`config.mk`:
```
export PLATFORM = sky130hd
export DESIGN_NAME = pipelined_adder_flat
export DESIGN_NICKNAME = d
export VERILOG_FILES = /design/src/rtl/pipelined_adder_if.sv /design/src/rtl/pipelined_adder.sv /design/src/flat_wrapper.sv
export SDC_FILE = /design/constraint.sdc
export NUM_CORES = 1
export LEC_CHECK = 0
export CAP_MARGIN = 15
export CELL_PAD_IN_SITES_DETAIL_PLACEMENT = 2
export CELL_PAD_IN_SITES_GLOBAL_PLACEMENT = 2
export CORE_MARGIN = 4
export CORE_UTILIZATION = 37
export CTS_CLUSTER_SIZE = 24
export DETAILED_ROUTE_END_ITERATION = 10
export PLACE_DENSITY = 0.95
export SYNTH_ARGS = -nofsm -noshare
export SYNTH_HDL_FRONTEND = slang
export SYNTH_SLANG_ARGS = --single-unit
```
`constraint.sdc`:
```
create_clock -name clk -period 7.25 [get_ports clk]
set_input_delay 1.45 -clock clk [delete_from_list [all_inputs] [get_ports clk]]
set_output_delay 1.45 -clock clk [all_outputs]
set_load 0.03 [all_outputs]
```
`src/rtl/pipelined_adder_if.sv`:
```
// pipelined_adder_if: handshake and operand/result bundle for pipelined_adder.
//
// Parameter: WIDTH - operand and sum width.
// Signals:
//   a, b, cin, sub, in_valid  upstream -> adder   operands, carry-in, subtract mode, valid
//   in_ready                  adder -> upstream   input accepted this cycle
//   sum, cout, out_valid      adder -> downstream result, carry-out, valid
//   out_ready                 downstream -> adder result accepted this cycle
//   ovf                       adder -> downstream signed overflow (only with PIPE_ADD_OVF_EN)
// Modports: master (the side that drives operands and consumes results), slave (the adder).
// Build option: PIPE_ADD_OVF_EN adds the ovf signal.
interface pipelined_adder_if #(
  parameter int unsigned WIDTH = 16
) ();
  logic [WIDTH-1:0] a;
  logic [WIDTH-1:0] b;
  logic             cin;
  logic             sub;
  logic             in_valid;
  logic             in_ready;
  logic [WIDTH-1:0] sum;
  logic             cout;
  logic             out_valid;
  logic             out_ready;

`ifdef PIPE_ADD_OVF_EN
  logic             ovf;

  modport master (
    output a, b, cin, sub, in_valid, out_ready,
    input  in_ready, sum, cout, out_valid, ovf
  );

  modport slave (
    input  a, b, cin, sub, in_valid, out_ready,
    output in_ready, sum, cout, out_valid, ovf
  );
`else
  modport master (
    output a, b, cin, sub, in_valid, out_ready,
    input  in_ready, sum, cout, out_valid
  );

  modport slave (
    input  a, b, cin, sub, in_valid, out_ready,
    output in_ready, sum, cout, out_valid
  );
`endif
endinterface

```
`src/rtl/pipelined_adder.sv`:
```
// pipelined_adder: pipelined ripple-carry adder/subtractor.
//
// A WIDTH-bit add is split into SEG-bit slices, one slice resolved per pipeline stage. Each stage
// registers the partial sum, the slice carry and the operands (whose upper slices are still
// pending), so one operation can be accepted every cycle. Latency is STAGES = WIDTH/SEG edges
// counting the accept edge; the last stage register drives the outputs directly.
//
// Parameters: WIDTH (multiple of SEG), SEG (1..WIDTH).
// Ports:
//   clk  rising-edge clock
//   rst  asynchronous active-high reset
//   bus  pipelined_adder_if.slave: a, b, cin, sub, in_valid, in_ready,
//        sum, cout, out_valid, out_ready (+ ovf)
// Build option: PIPE_ADD_OVF_EN adds signed overflow output bus.ovf.
//
// Flow control is a single global enable: the whole pipeline advances when the output register
// is empty or being drained, otherwise every stage holds. Bubbles are not collapsed.
module pipelined_adder #(
  parameter int unsigned WIDTH = 16,
  parameter int unsigned SEG   = 4
) (
  input logic              clk,
  input logic              rst,
  pipelined_adder_if.slave bus
);

  localparam int unsigned STAGES = WIDTH / SEG;

  // Per-stage state. a_q/b_q hold the full (effective) operands; stage k only reads the slice
  // it resolves, the lower slices are dead once consumed.
  logic [WIDTH-1:0]  a_q   [STAGES];
  logic [WIDTH-1:0]  a_d   [STAGES];
  logic [WIDTH-1:0]  b_q   [STAGES];
  logic [WIDTH-1:0]  b_d   [STAGES];
  logic [WIDTH-1:0]  sum_q [STAGES];
  logic [WIDTH-1:0]  sum_d [STAGES];
  logic [STAGES-1:0] c_q, c_d;
  logic [STAGES-1:0] v_q, v_d;

  logic              adv;
  logic [WIDTH-1:0]  b_eff;
  logic [SEG:0]      slice_s;

  function automatic logic [SEG:0] slice_add(input logic [SEG-1:0] x,
                                             input logic [SEG-1:0] y,
                                             input logic           c);
    return {1'b0, x} + {1'b0, y} + {{SEG{1'b0}}, c};
  endfunction

  assign adv          = ~v_q[STAGES-1] | bus.out_ready;
  assign bus.in_ready = adv;
  assign b_eff        = bus.b ^ {WIDTH{bus.sub}};

  always_comb begin
    for (int k = 0; k < STAGES; k++) begin
      a_d[k]   = '0;
      b_d[k]   = '0;
      sum_d[k] = '0;
    end
    c_d     = '0;
    v_d     = '0;
    slice_s = '0;

    // Stage 0 resolves the lowest slice straight from the inputs.
    slice_s           = slice_add(bus.a[SEG-1:0], b_eff[SEG-1:0], bus.cin ^ bus.sub);
    a_d[0]            = bus.a;
    b_d[0]            = b_eff;
    sum_d[0][SEG-1:0] = slice_s[SEG-1:0];
    c_d[0]            = slice_s[SEG];
    v_d[0]            = bus.in_valid;

    for (int k = 1; k < STAGES; k++) begin
      slice_s                = slice_add(a_q[k-1][k*SEG +: SEG], b_q[k-1][k*SEG +: SEG],
                                         c_q[k-1]);
      a_d[k]                 = a_q[k-1];
      b_d[k]                 = b_q[k-1];
      sum_d[k]               = sum_q[k-1];
      sum_d[k][k*SEG +: SEG] = slice_s[SEG-1:0];
      c_d[k]                 = slice_s[SEG];
      v_d[k]                 = v_q[k-1];
    end
  end

  always_ff @(posedge clk or posedge rst) begin
    if (rst) begin
      for (int k = 0; k < STAGES; k++) begin
        a_q[k]   <= '0;
        b_q[k]   <= '0;
        sum_q[k] <= '0;
      end
      c_q <= '0;
      v_q <= '0;
    end else if (adv) begin
      a_q   <= a_d;
      b_q   <= b_d;
      sum_q <= sum_d;
      c_q   <= c_d;
      v_q   <= v_d;
    end
  end

  assign bus.sum       = sum_q[STAGES-1];
  assign bus.cout      = c_q[STAGES-1];
  assign bus.out_valid = v_q[STAGES-1];

`ifdef PIPE_ADD_OVF_EN
  // Operand MSBs ride along in the last-stage operand registers; all-zero reset gives ovf = 0.
  logic a_msb, b_msb, s_msb;
  assign a_msb   = a_q[STAGES-1][WIDTH-1];
  assign b_msb   = b_q[STAGES-1][WIDTH-1];
  assign s_msb   = sum_q[STAGES-1][WIDTH-1];
  assign bus.ovf = (a_msb == b_msb) & (s_msb != a_msb);
`endif

endmodule
```
`src/flat_wrapper.sv`:
```
// flat-port wrapper written by rule: the top's interface ports become plain ports
module pipelined_adder_flat 
#(
  parameter int unsigned WIDTH = 16,
  parameter int unsigned SEG   = 4
)
  (clk, rst, bus_a, bus_b, bus_cin, bus_sub, bus_in_valid, bus_out_ready, bus_in_ready, bus_sum, bus_cout, bus_out_valid);
  pipelined_adder_if #(.WIDTH(WIDTH)) bus_i ();
  input logic clk;
  input logic rst;
  input wire logic [$bits(bus_i.a)-1:0] bus_a;
  input wire logic [$bits(bus_i.b)-1:0] bus_b;
  input wire logic [$bits(bus_i.cin)-1:0] bus_cin;
  input wire logic [$bits(bus_i.sub)-1:0] bus_sub;
  input wire logic [$bits(bus_i.in_valid)-1:0] bus_in_valid;
  input wire logic [$bits(bus_i.out_ready)-1:0] bus_out_ready;
  output wire logic [$bits(bus_i.in_ready)-1:0] bus_in_ready;
  output wire logic [$bits(bus_i.sum)-1:0] bus_sum;
  output wire logic [$bits(bus_i.cout)-1:0] bus_cout;
  output wire logic [$bits(bus_i.out_valid)-1:0] bus_out_valid;
  assign bus_i.a = bus_a;
  assign bus_i.b = bus_b;
  assign bus_i.cin = bus_cin;
  assign bus_i.sub = bus_sub;
  assign bus_i.in_valid = bus_in_valid;
  assign bus_i.out_ready = bus_out_ready;
  assign bus_in_ready = bus_i.in_ready;
  assign bus_sum = bus_i.sum;
  assign bus_cout = bus_i.cout;
  assign bus_out_valid = bus_i.out_valid;
  pipelined_adder #(.WIDTH(WIDTH), .SEG(SEG)) u_core (.clk(clk), .rst(rst), .bus(bus_i));
endmodule
```
==> impl_metrics.yaml <==
global_routing:
  antenna_found_initial: 0
  overflow: 0
  grt_pass1_vias: 3723
  grt_pass1_wl_mm: 20.23
  track_usage_pct: 20.35
  grt_max_degree: 104
sta:
  worst_pin_slew_ns: 1.052
  finalMaxSlewViolations: 0
  finalClockSkew_ns: 0.01245
  rsz0062_at_grt: "no"
  finalHoldViolations: 0
  relSlewSlack_pct: 29.87
  setup_viol: 0
  fmax_ghz: 0.2211
  period_share_pct: 62.37
  tns_ns: 0
  fin_crit_ns: 4.522
cells_and_area:
  final_common_cell: "nand2_1"
  antenna_cells: 0
  instances_no_fill: 640
  final_nets: 553
  fillerInstances: 1187
  final_layout_size_suffix_gt1_share_pct: 4.600
  final_cell_mix: "nand2_1, dfrtp_1, clkdlybuf4s50_1, o21ai_0"
  syn2layout_area_growth_pct: 21.64
synthesis:
  ys_ff_latch: 96
  synth.top_cell.area_share_pct: 56.52
  synth-seq-area-share_pct: 56.52
  synth_top_area_cell: "dfrtp_1"
  syn-num-nets: 505
  synthAdderAreaFrac_pct: 7.301
  synth-simple-area-share_pct: 20.81
  avgSynthCellArea_um2: 9.509
  synth_compound_area_share_pct: 5.534
  synth_top_family_by_area: "simple AND/OR/NAND/NOR gates"
  ys_warn_count: 0
  synth_xor_area_share_pct: 5.152
  syn_area_mm2: 0.004250
  synthMuxAreaShare_pct: 0
  ys_types: 20
  syn_inst: 447
  synth_area_leaders: "dfrtp_1, nand2_1, fa_1"
drt:
  finalWirelength_mm: 12.62
  viasPerCell: 4.931
  vias: 3156
  route.detailed.wl_per_inst_um: 19.73
  drtIter0Drc: 155
  post-route-drc-count: 0
  antenna_left: 0
  firstDrtPassIters: 4
clocking:
  cts_tree: "built"
  cts_hold_buf: 0
  root_buffer: "clkbuf_16"
  clk_path_buf_depth: 2
  htree_levels: 3
  clkSlewWorstSetupHoldPaths_ns: 0.07
  cts_resized: 0
  clock_latency_ns: 0.35
  post_cts_buffers: 0
  cts_sinks: 96
  cts_buffers: 9
power:
  power.share.clock_pct: 21.3
  power_leakage_nw: 2.538
  switchingPower_w: 0.0009542
  power_density_mw_per_mm2: 459.4
  switching_share_pct: 40.18
  ir_drop_mv: 0.3548
  seqPwrFrac_pct: 39.7
  power_frac_comb_pct: 39.1
  internal-power_w: 0.001421
worst_setup_path:
  crit_type: "in -> out"
  path_max_fanout: 30
  cp-start-kind: "input pin"
  cp.required_ns: 5.80
  cp.arrival_ns: 3.07
  r2r_setup_slack_ns: 5.31
  crit_path_end_kind: "output port"
placement:
  dp_hpwl_mm: 7.662
  dp.cells: 624
  port_buffers: 56
  gp_congestion: 0.7589
worst_hold_path:
  hold_path_class: "reg -> reg"
die:
  die_w_um: 115.2
  die_h_um: 115.2
  rows: 38
  ios: 57
  core_region_area_mm2: 0.01103
  die_area_mm2: 0.01327
  initial_core_util_pct: 38.53
run:
  maxCapViolCount: 0
run_status:
  outcome: "completed"
-- cells by family (layout without fill, tap and decap cells) --
logic type | Yosys count | after routing
DFF | 96 | 96
xor gates and xnor gates | 25 | 25
adders and majority gates | 20 | 20
buffers and inverters | 31 | 84
and+or+nand+nor | 231 | 231
AOI/OAI and AO/OA | 44 | 44
-- state kept, by name (all words and copies together) (netlist names) --
register,count
u_core.b_d,24
u_core.v_q,4
u_core.a_d,24
u_core.sum_d,24
u_core.c_q,4
u_core.bus.sum,16
-- layer usage --
layer  GRT usage, %  vias up  wire length (µm)
met5              0        -                 0
met4          5.947        0               175
met3          2.789       11               287
met2          41.74       47              7597
met1          20.96     1625              4563
li1               -     1473                 -
-- worst max-delay path, cell delays in order --
cell             delay, ns
clkdlybuf4s50_1       0.51
nor2b_4               0.06
inv_4                 0.27
clkdlybuf4s50_1       0.77
-- cell usage after synthesis --
| cell | instances |
|---|---|
| buf_6 | 5 |
| xnor2_1 | 14 |
| o21ai_1 | 3 |
| nor2_1 | 10 |
| inv_1 | 7 |
| fa_1 | 8 |
| clkbuf_2 | 1 |
| a21oi_1 | 14 |
| nor2b_1 | 2 |
| nor2b_4 | 1 |
| a21o_1 | 6 |
| o21ai_0 | 21 |
| buf_2 | 9 |
| buf_4 | 8 |
| nand2_1 | 217 |
| xor2_1 | 11 |
| nand2b_1 | 1 |
| inv_4 | 1 |
| dfrtp_1 | 96 |
| ha_1 | 12 |
-- per-stage QoR --
stage / hold WS, ns / cell area, µm² / total power (W) / setup slack, ns / utilization, %
CTS: 0.4840 / 5170 / 0.002410 / 2.720 / 46.87
global placement: 0.4402 / 4852 / 0.001699 / 2.789 / 43.99
finish: 0.4788 / 5170 / 0.002375 / 2.728 / 46.87
floorplan: 0.4300 / 4250 / 0.001499 / 3.295 / -
global route: 0.5085 / 5170 / 0.002545 / 2.697 / 46.87
detailed placement: 0.4571 / 4852 / 0.001833 / 2.729 / 43.99
-- area by class of cell --
class                   instances  area, µm²  area share, %
flip-flops and latches         96       2402          46.47
inverters                       8      35.03         0.6776
well taps                     140      175.2          3.388
multi-input cells             320       1649          31.90
repair buffers                 60      590.6          11.42
clock inverters                 4      51.30         0.9923
clock buffers                  12      266.5          5.155
-- power groups by stage --
| stage | Combinational (W) | Sequential, W | Clock (W) |
|---|---|---|---|
| after CTS | 0.000949 | 0.000946 | 0.000515 |
| after detailed placement | 0.000894 | 0.000939 | 0 |
| final | 0.000928 | 0.000942 | 0.000505 |
| after global routing | 0.00103 | 0.000968 | 0.000543 |
| after floorplan | 0.000515 | 0.000984 | 0 |
| after global placement | 0.000791 | 0.000908 | 0 |
-- final timing paths --
kind | start | to | depth (start not counted)
worst max-delay path | bus_out_ready | bus_in_ready | 4
worst min-delay path | u_core.v_q[2] | u_core.v_q[3] | 1
worst max register to register | u_core.v_q[3] | u_core.b_d[44] | 3
worst min register to register | u_core.v_q[2] | u_core.v_q[3] | 1
max in group asynchronous | rst | u_core.sum_d[1] | 3
min in group asynchronous | rst | u_core.sum_d[19] | 2
(Power assumes the default switching activity.)
